File: src/rtl/mc_pkg.sv
// Shared types and encodings for the multi-cycle MIPS control FSM:
// state enum, opcode/funct constants, mux-select encodings, opcode decoder.
package mc_pkg;

    typedef enum logic [3:0] {
        FETCH   = 4'd0,
        DECODE  = 4'd1,
        MEMADR  = 4'd2,
        MEMRD   = 4'd3,
        MEMWB   = 4'd4,
        MEMWR   = 4'd5,
        RTEX    = 4'd6,
        ALUWB   = 4'd7,
        ANDIEX  = 4'd8,
        IMMWB   = 4'd9,
        BEQEX   = 4'd10,
        JEX     = 4'd11,
        JREX    = 4'd12,
        ILLEGAL = 4'd13
    } state_e;

    localparam logic [5:0] R_TYPE   = 6'b000000;
    localparam logic [5:0] ANDI     = 6'b001100;
    localparam logic [5:0] LW       = 6'b100011;
    localparam logic [5:0] SW       = 6'b101011;
    localparam logic [5:0] BEQ      = 6'b000100;
    localparam logic [5:0] J        = 6'b000010;
    localparam logic [5:0] Funct_JR = 6'b001000;

    localparam logic [1:0] ALU_ADD   = 2'b00;
    localparam logic [1:0] ALU_SUB   = 2'b01;
    localparam logic [1:0] ALU_FUNCT = 2'b10;
    localparam logic [1:0] ALU_AND   = 2'b11;

    localparam logic [1:0] SRCB_B       = 2'b00;
    localparam logic [1:0] SRCB_FOUR    = 2'b01;
    localparam logic [1:0] SRCB_IMM     = 2'b10;
    localparam logic [1:0] SRCB_IMM_SH2 = 2'b11;

    localparam logic [1:0] PCSRC_ALU    = 2'b00;
    localparam logic [1:0] PCSRC_ALUOUT = 2'b01;
    localparam logic [1:0] PCSRC_JUMP   = 2'b10;
    localparam logic [1:0] PCSRC_RS     = 2'b11;

    // First execute state for the instruction held in IR.
    function automatic state_e decode_op(input logic [5:0] op,
                                         input logic [5:0] fn);
        state_e s;
        s = ILLEGAL;
        unique case (1'b1)
            (op == LW) || (op == SW):         s = MEMADR;
            (op == R_TYPE) && (fn == Funct_JR): s = JREX;
            (op == R_TYPE) && (fn != Funct_JR): s = RTEX;
            (op == ANDI):                     s = ANDIEX;
            (op == BEQ):                      s = BEQEX;
            (op == J):                        s = JEX;
            default:                          s = ILLEGAL;
        endcase
        return s;
    endfunction

endpackage

File: src/rtl/mc_perf_counter.sv
// Free-running cycle and retired-instruction counters (wrap modulo 2^CNT_W).
// Ports: clk_i, rst_i (sync, active-high), tick_i, retire_i, cycle_cnt_o, instr_cnt_o.
module mc_perf_counter #(
    parameter int CNT_W = 32
) (
    input  logic             clk_i,
    input  logic             rst_i,
    input  logic             tick_i,
    input  logic             retire_i,
    output logic [CNT_W-1:0] cycle_cnt_o,
    output logic [CNT_W-1:0] instr_cnt_o
);

    logic [CNT_W-1:0] cyc_q;
    logic [CNT_W-1:0] ins_q;

    always_ff @(posedge clk_i) begin
        if (rst_i) begin
            cyc_q <= '0;
            ins_q <= '0;
        end else begin
            if (tick_i)
                cyc_q <= cyc_q + CNT_W'(1);
            if (retire_i)
                ins_q <= ins_q + CNT_W'(1);
        end
    end

    assign cycle_cnt_o = cyc_q;
    assign instr_cnt_o = ins_q;

endmodule

File: src/rtl/multicycle_control.sv
// Moore control FSM for the shared-memory multi-cycle MIPS datapath.
// Ports: clk, rst (sync active-high), OpCode, Funct, mem_ready in; datapath
// enables/selects, sticky illegal flag and state_o out. Optional perf
// counters (cycle_cnt, instr_cnt) exist only when MC_PERF_CNT_EN is defined.
module multicycle_control
    import mc_pkg::*;
#(
    parameter int CNT_W = 32
) (
    input  logic             clk,
    input  logic             rst,
    input  logic [5:0]       OpCode,
    input  logic [5:0]       Funct,
    input  logic             mem_ready,
    output logic             PCWrite,
    output logic             PCWriteCond,
    output logic             IorD,
    output logic             MemRead,
    output logic             MemWrite,
    output logic             IRWrite,
    output logic             RegDst,
    output logic             MemtoReg,
    output logic             RegWrite,
    output logic             ALUSrcA,
    output logic [1:0]       ALUSrcB,
    output logic [1:0]       ALUOp,
    output logic [1:0]       PCSource,
    output logic             ExtendSel,
    output logic             illegal,
    output logic [3:0]       state_o
`ifdef MC_PERF_CNT_EN
    ,
    output logic [CNT_W-1:0] cycle_cnt,
    output logic [CNT_W-1:0] instr_cnt
`endif
);

    state_e state_q, state_d;
    logic   illegal_q;

    logic pc_write, pc_write_cond, mem_write, ir_write, reg_write;

    always_ff @(posedge clk) begin
        if (rst) begin
            state_q   <= FETCH;
            illegal_q <= 1'b0;
        end else begin
            state_q   <= state_d;
            illegal_q <= illegal_q | (state_d == ILLEGAL);
        end
    end

    always_comb begin
        state_d       = state_q;
        pc_write      = 1'b0;
        pc_write_cond = 1'b0;
        IorD          = 1'b0;
        MemRead       = 1'b0;
        mem_write     = 1'b0;
        ir_write      = 1'b0;
        RegDst        = 1'b0;
        MemtoReg      = 1'b0;
        reg_write     = 1'b0;
        ALUSrcA       = 1'b0;
        ALUSrcB       = SRCB_B;
        ALUOp         = ALU_ADD;
        PCSource      = PCSRC_ALU;
        ExtendSel     = 1'b1;
        unique case (state_q)
            FETCH: begin
                MemRead  = 1'b1;
                ALUSrcB  = SRCB_FOUR;
                // IR load and PC+4 only when the fetch completes
                ir_write = mem_ready;
                pc_write = mem_ready;
                if (mem_ready)
                    state_d = DECODE;
            end
            DECODE: begin
                ALUSrcB = SRCB_IMM_SH2;
                state_d = decode_op(OpCode, Funct);
            end
            MEMADR: begin
                ALUSrcA = 1'b1;
                ALUSrcB = SRCB_IMM;
                if (OpCode == LW)
                    state_d = MEMRD;
                else if (OpCode == SW)
                    state_d = MEMWR;
                else
                    state_d = ILLEGAL;
            end
            MEMRD: begin
                IorD    = 1'b1;
                MemRead = 1'b1;
                if (mem_ready)
                    state_d = MEMWB;
            end
            MEMWB: begin
                MemtoReg  = 1'b1;
                reg_write = 1'b1;
                state_d   = FETCH;
            end
            MEMWR: begin
                IorD      = 1'b1;
                mem_write = 1'b1;
                if (mem_ready)
                    state_d = FETCH;
            end
            RTEX: begin
                ALUSrcA = 1'b1;
                ALUOp   = ALU_FUNCT;
                state_d = ALUWB;
            end
            ALUWB: begin
                RegDst    = 1'b1;
                reg_write = 1'b1;
                state_d   = FETCH;
            end
            ANDIEX: begin
                ALUSrcA   = 1'b1;
                ALUSrcB   = SRCB_IMM;
                ALUOp     = ALU_AND;
                ExtendSel = 1'b0;
                state_d   = IMMWB;
            end
            IMMWB: begin
                reg_write = 1'b1;
                state_d   = FETCH;
            end
            BEQEX: begin
                ALUSrcA       = 1'b1;
                ALUOp         = ALU_SUB;
                pc_write_cond = 1'b1;
                PCSource      = PCSRC_ALUOUT;
                state_d       = FETCH;
            end
            JEX: begin
                pc_write = 1'b1;
                PCSource = PCSRC_JUMP;
                state_d  = FETCH;
            end
            JREX: begin
                pc_write = 1'b1;
                PCSource = PCSRC_RS;
                state_d  = FETCH;
            end
            ILLEGAL: begin
                state_d = ILLEGAL;
            end
            default: begin
                state_d = FETCH;
            end
        endcase
    end

    // Architectural writes are suppressed while reset is held.
    assign PCWrite     = pc_write & ~rst;
    assign PCWriteCond = pc_write_cond & ~rst;
    assign IRWrite     = ir_write & ~rst;
    assign RegWrite    = reg_write & ~rst;
    assign MemWrite    = mem_write & ~rst;

    assign illegal = illegal_q;
    assign state_o = state_q;

`ifdef MC_PERF_CNT_EN
    logic tick, retire;

    assign tick   = (state_q != ILLEGAL);
    assign retire = tick && (state_q != FETCH) && (state_d == FETCH);

    mc_perf_counter #(
        .CNT_W(CNT_W)
    ) u_perf (
        .clk_i      (clk),
        .rst_i      (rst),
        .tick_i     (tick),
        .retire_i   (retire),
        .cycle_cnt_o(cycle_cnt),
        .instr_cnt_o(instr_cnt)
    );
`else
    logic [31:0] unused_cnt_w;
    assign unused_cnt_w = CNT_W;
`endif

endmodule

File: config.mk
export PLATFORM = sky130hd
export DESIGN_NAME = multicycle_control
export DESIGN_NICKNAME = d
export VERILOG_FILES = /design/src/rtl/mc_pkg.sv /design/src/rtl/mc_perf_counter.sv /design/src/rtl/multicycle_control.sv
export SDC_FILE = /design/constraint.sdc
export NUM_CORES = 1
export LEC_CHECK = 0
export CAP_MARGIN = 10
export CORE_ASPECT_RATIO = 1.4
export CORE_UTILIZATION = 30
export CTS_CLUSTER_DIAMETER = 200
export CTS_CLUSTER_SIZE = 25
export DETAILED_ROUTE_END_ITERATION = 12
export MAX_ROUTING_LAYER = met4
export PLACE_DENSITY = 0.69
export SKIP_LAST_GASP = 1
export SYNTH_ARGS = -nofsm -noshare
export SYNTH_HDL_FRONTEND = slang
export SYNTH_HIERARCHICAL = 1
export SYNTH_SLANG_ARGS = --single-unit
File: constraint.sdc
create_clock -name clk -period 1.7 [get_ports clk]
set_input_delay 0.34 -clock clk [delete_from_list [all_inputs] [get_ports clk]]
set_output_delay 0.34 -clock clk [all_outputs]
set_load 0.01 [all_outputs]
Yosys cells after proc, flatten, opt, wreduce, memory -nomap -nowiden
Index checks and enable logic that the tools add are counted.
Widths: inputs -> output; s select.
{"block": "totals", "register_bits": 5, "latch_bits": 0, "ram_bits": 0, "mem_bits_ro": 0, "input_bits": 15, "n_memories": 0}
{"block": "op_classes", "addsub": 0, "n_mul": 0, "div": 0, "order_cmp": 0, "n_eq_ne": 21, "shift": 0, "muxes": 21, "bitwise_logic": 7, "n_reduce_logical": 11}
{"operator": "$pmux 4 s8", "count": 1}
{"operator": "$eq 4x4->1 const B", "count": 7}
{"operator": "$pmux 4 s6", "count": 1}
{"operator": "$mux 4", "count": 5}
{"operator": "$pmux 2 s3", "count": 3}
{"operator": "$eq 4x3->1 const B", "count": 4}
{"operator": "$eq 6x4->1 const B", "count": 2}
{"operator": "$eq 6x6->1 const B", "count": 2}
{"operator": "$mux 1", "count": 10}
{"operator": "$eq 4x2->1 const B", "count": 2}
{"operator": "$reduce_or 2->1", "count": 4}
{"operator": "$eq 6x2->1 const B", "count": 1}
{"operator": "$eq 6x3->1 const B", "count": 1}
{"operator": "$logic_not 6->1", "count": 1}
{"operator": "$ne 6x4->1 const B", "count": 1}
{"operator": "$and 1x1->1", "count": 5}
{"operator": "$eq 4x1->1 const B", "count": 1}
{"operator": "$logic_not 4->1", "count": 1}
{"operator": "$reduce_or 4->1", "count": 1}
{"operator": "$reduce_or 3->1", "count": 1}
{"operator": "$logic_and 1x1->1", "count": 2}
{"operator": "$pmux 1 s2", "count": 1}
{"operator": "$logic_or 1x1->1", "count": 1}
{"operator": "$not 1->1", "count": 1}
{"operator": "$or 1x1->1", "count": 1}

Logic depth before layout (Yosys ltp)
{"block": "depth", "depth_word": 6, "depth_mapped": 6}

Least setup slack after synthesis
OpenSTA, ideal clock, no wires.
{"block": "synth_timing", "path_kind": "input to register", "startpoint": "in Funct[1]", "endpoint": "reg state_q[1], in the netlist state_o[1]", "setup_time_ps": 131, "t_arrival_ps": 1512, "t_required_ps": 1569, "slack_ps": 57, "stages": 5, "n_path_buf": 0, "path_cell_list": "or4b_1 or4_1 nand3_1 a211o_1 a311oi_1"}
{"block": "synth_between", "elab_chain_cells": 4, "elab_cells_between_ends": 6}
{"item": "start: declaration", "line": "multicycle_control.sv:13", "text": "input logic [5:0] Funct,"}
{"item": "$ne 6x4->1 or $eq 6x4->1 (tied branches)", "line": "mc_pkg.sv:53, mc_pkg.sv:52"}
{"item": "$logic_and 1x1->1 (on tied branches)", "line": "mc_pkg.sv:53, mc_pkg.sv:52"}
{"item": "$pmux 4 s6 (*)", "line": "mc_pkg.sv:50", "text": "unique case (1'b1)"}
{"item": "$pmux 4 s8 (*)", "line": "multicycle_control.sv:69", "text": "unique case (state_q)"}
{"item": "end signal: assignment", "line": "multicycle_control.sv:48", "text": "state_q <= state_d;"}
{"item": "end: declaration", "line": "multicycle_control.sv:38", "text": "state_e state_q, state_d;"}
Every way passes the cells marked *; elsewhere a longest branch is shown, timed or not.
A chain may end at the register's enable or synchronous reset.

Final worst setup path
{"block": "layout_timing", "startpoint": "reg state_q[1], in the netlist state_o[1]", "endpoint": "out PCWrite"}
{"block": "layout_between", "elab_chain_cells": 4, "elab_cells_between_ends": 6}
{"item": "$eq 4x4->1", "line": "multicycle_control.sv:69"}
{"item": "$reduce_or 2->1 (no line)"}
{"item": "$pmux 1 s2 (*)", "line": "multicycle_control.sv:69"}
{"item": "$and 1x1->1 (*)", "line": "multicycle_control.sv:158", "text": "assign PCWrite = pc_write & ~rst;"}
{"item": "end: declaration", "line": "multicycle_control.sv:15", "text": "output logic PCWrite,"}
Marks and branches as above.

==> reports/summary.txt <==
Clk network pwr share = 8.2%
Mux cell area share after synthesis = 1.57%
Pwr/cell area = 1330 nW/um^2
Leakage = 0.000597 uW
Num CTS Buffers = 3
Compound-gate portion of the synthesized area = 26.6%
Post-synth top area share = 15.7%
Initial antenna violation count = 0
Setup_tns = 0 ps
Vias in the first global route = 994
RR Endpoint = illegal
First-pass GRT wire length = 4.06 mm
Slew @ Worst Pin = 347 ps
Crit. End Element = primary output
CTS max path bufs = 2
Starting DRC count in detailed routing = 25
Synth Flop Type = dfxtp_1
Mapped Cells = 98
Nets = 183
Tmin final = 1690 ps
Synthesized area = 636 sq um
Hold depth = 1
Fraction of layout cells with a size suffix above 1 = 43.1%
Fraction of registers with async set or reset after synthesis = 0%
Worst hold start = illegal
Crit path kind = reg2out
Latest clock arrival within the worst-skew pair = 240 ps
RD Place Congestion = 0.924
Die width = 40.9 um
Final setup fails = 0
Arrival time at the worst endpoint = 1350 ps
Critical path fanouts, max = 8
Final std cells w/o fill = 188
H-tree depth = 1
Final global-route overflow total = 0
Final hold violation count = 0
Startpoint types = flop
FMAX = 0.592 GHz
Placed insts = 182
Initial Util = 32.2%
Flops & latches, synth = 5
I/O Buffers = 36
EDFF count, synth = 0
Final WL = 2.55 mm
Switching share of power = 43.6%
Via/cell ratio = 5.35
Register-to-Register Path Depth = 7
Slew Limit Fails = 0
Comb pwr share = 80.1%
Launch point of the worst reg-to-reg path = state_o[2]
Clock Skew = 1.37 ps
Largest family of logic cells by synthesized area = simple AND/OR/NAND/NOR gates
Sequential share of the synthesized area = 15.7%
Max-slew headroom = 76.6%
ANT nets after route = 0
Switching power = 757 uW
Seq pwr share = 11.7%
Setup crit start = state_o[1]
CP required = 1360 ps
CTS Root Cell = clkbuf_4
Max-cap violations = 0
Largest net degree at the start of global routing = 13
Die ar. = 2310 sq um
Synth-to-Final Area Change = 106%
Cell Rows = 19
Hold EP = illegal
Core area = 1970 sq um
Area contributors post-synth = dfxtp_1 (16%), nor2_1 (7.7%), nand2b_1 (6.9%)
Most common cell in the netlist = nor2_1
Clock sinks = 5
Post-synthesis xor/xnor area fraction = 2.76%
Detailed-placement wirelength estimate = 2.02 mm
Synth Area per Inst = 6.49 sq um
Post-Synth Simple-Gate Area = 47.8%
Post-synth top cells = nor2_1 (13), nand2_1 (8), a21oi_1 (7), nand2b_1 (7), o21ai_0 (6)
Netlist cell types = 38
Reg clk slew, reported paths = 50 ps
# DRC = 0
Post-Syn Nets = 113
TritonCTS clock tree = yes
Synth area leader = dfxtp_1
RSZ-0062 raised after global routing = yes
Highest Signal Layer = met4
Post-Route M1 WL = 1.01 mm
GRT Overall Usage = 25.3%
Internal power = 978 uW
Yosys warning count = 6
Worst reg2reg setup slack = 200 ps
Outcome = finished, final reports clean
Avg WL per Cell = 13.6 um
Tcrit/Tclk final = 99.4%
Adder-cell share of the synthesized area = 0%
Die H = 56.5 um
Maximum vdd drop = 0.768 mV
Final core occ = 66.3%
Met2 Routed Length = 1.44 mm
Met3 routed WL = 61 um
Routed via count = 1,006
I/O pin cnt = 37
N_diodes = 0
Pre-Repair DR Iteration Count = 4
Min-Delay Path Class = reg2reg
-- stage by stage --
step	hold slack, ps	setup WS, ps	cell area [sq um]	total power [uW]
3_5_place_dp	468	-434	1240	1560
6_report	474	9.92	1310	1740
3_3_place_gp	453	-358	1240	1540
2_1_floorplan	409	57.1	636	792
5_1_grt	511	-45.5	1310	1860
4_1_cts	476	-176	1270	1660
-- critical path, cell delays in order, from the launching register on --
cell and delay [ps]:
dfxtp_4 380, buf_4 140, nand3b_1 70, o21ai_1 60, and2_1 140, a21o_1 180, buf_2 130
-- kinds of logic (layout without fill, tap and decap cells) --
group / count (synthesis) / count (layout)
AO/OA/AOI/OAI: 26 / 26
XOR/XNOR: 2 / 2
buffers and inverters: 8 / 77
flip-flops: 5 / 5
multiplexers: 1 / 1
AND/OR/NAND/NOR: 56 / 56
-- state kept, by name (all words and copies together), names as in the netlist --
signal	flops
illegal	1
state_o	4
-- power groups by stage --
stage | Combinational, uW | Clock [uW] | Sequential [uW]
2_1_floorplan | 593 | 0 | 199
3_3_place_gp | 1350 | 0 | 188
3_5_place_dp | 1370 | 0 | 190
4_1_cts | 1330 | 143 | 189
5_1_grt | 1490 | 156 | 210
6_report | 1390 | 142 | 204
-- cell usage in the layout, fill, tap and decap left out, drive strengths merged, types with 5 or more instances in the layout --
cell           netlist  routed
a21oi                7       7
nor2                13      13
buf                  3      43
o21ai                6       6
nand2b               7       7
dlygate4sd2          0       6
clkdlybuf4s15        0       6
clkdlybuf4s50        0       9
clkbuf               3       9
nand3                5       5
nand2                8       8
dfxtp                5       5
-- worst max path at each step --
stage	to	slack, ps	depth (start not counted)
after floorplan	state_o[1]	60	5
after global placement	PCWrite	-360	5
after detailed placement	state_o[1]	-430	6
after CTS	PCWrite	-180	5
after global routing	PCWrite	-50	6
final	PCWrite	10	6
-- repair_timing --
action	CTS	global route
pin swaps	6	11
endpoints found under the setup margin	21	19
hold buffers	0	0
resized for setup	55	41
hold endpoints to repair	0	0
setup buffers	0	2
-- per-layer routing --
layer	GRT usage (%)	vias to the layer above
met3	2.37	6
li1	-	497
met1	28.3	478
met4	9.05	0
met5	-	-
met2	43.3	25
-- cell type report --
type | instances | area, sq um
fillers | 183 | 666
repair buffers | 71 | 571
multi-input cells | 85 | 566
flip-flops and latches | 5 | 109
clock buffers | 4 | 26.3
well taps | 21 | 26.3
inverters | 2 | 10.0
Power figures use the tool's default switching activity.
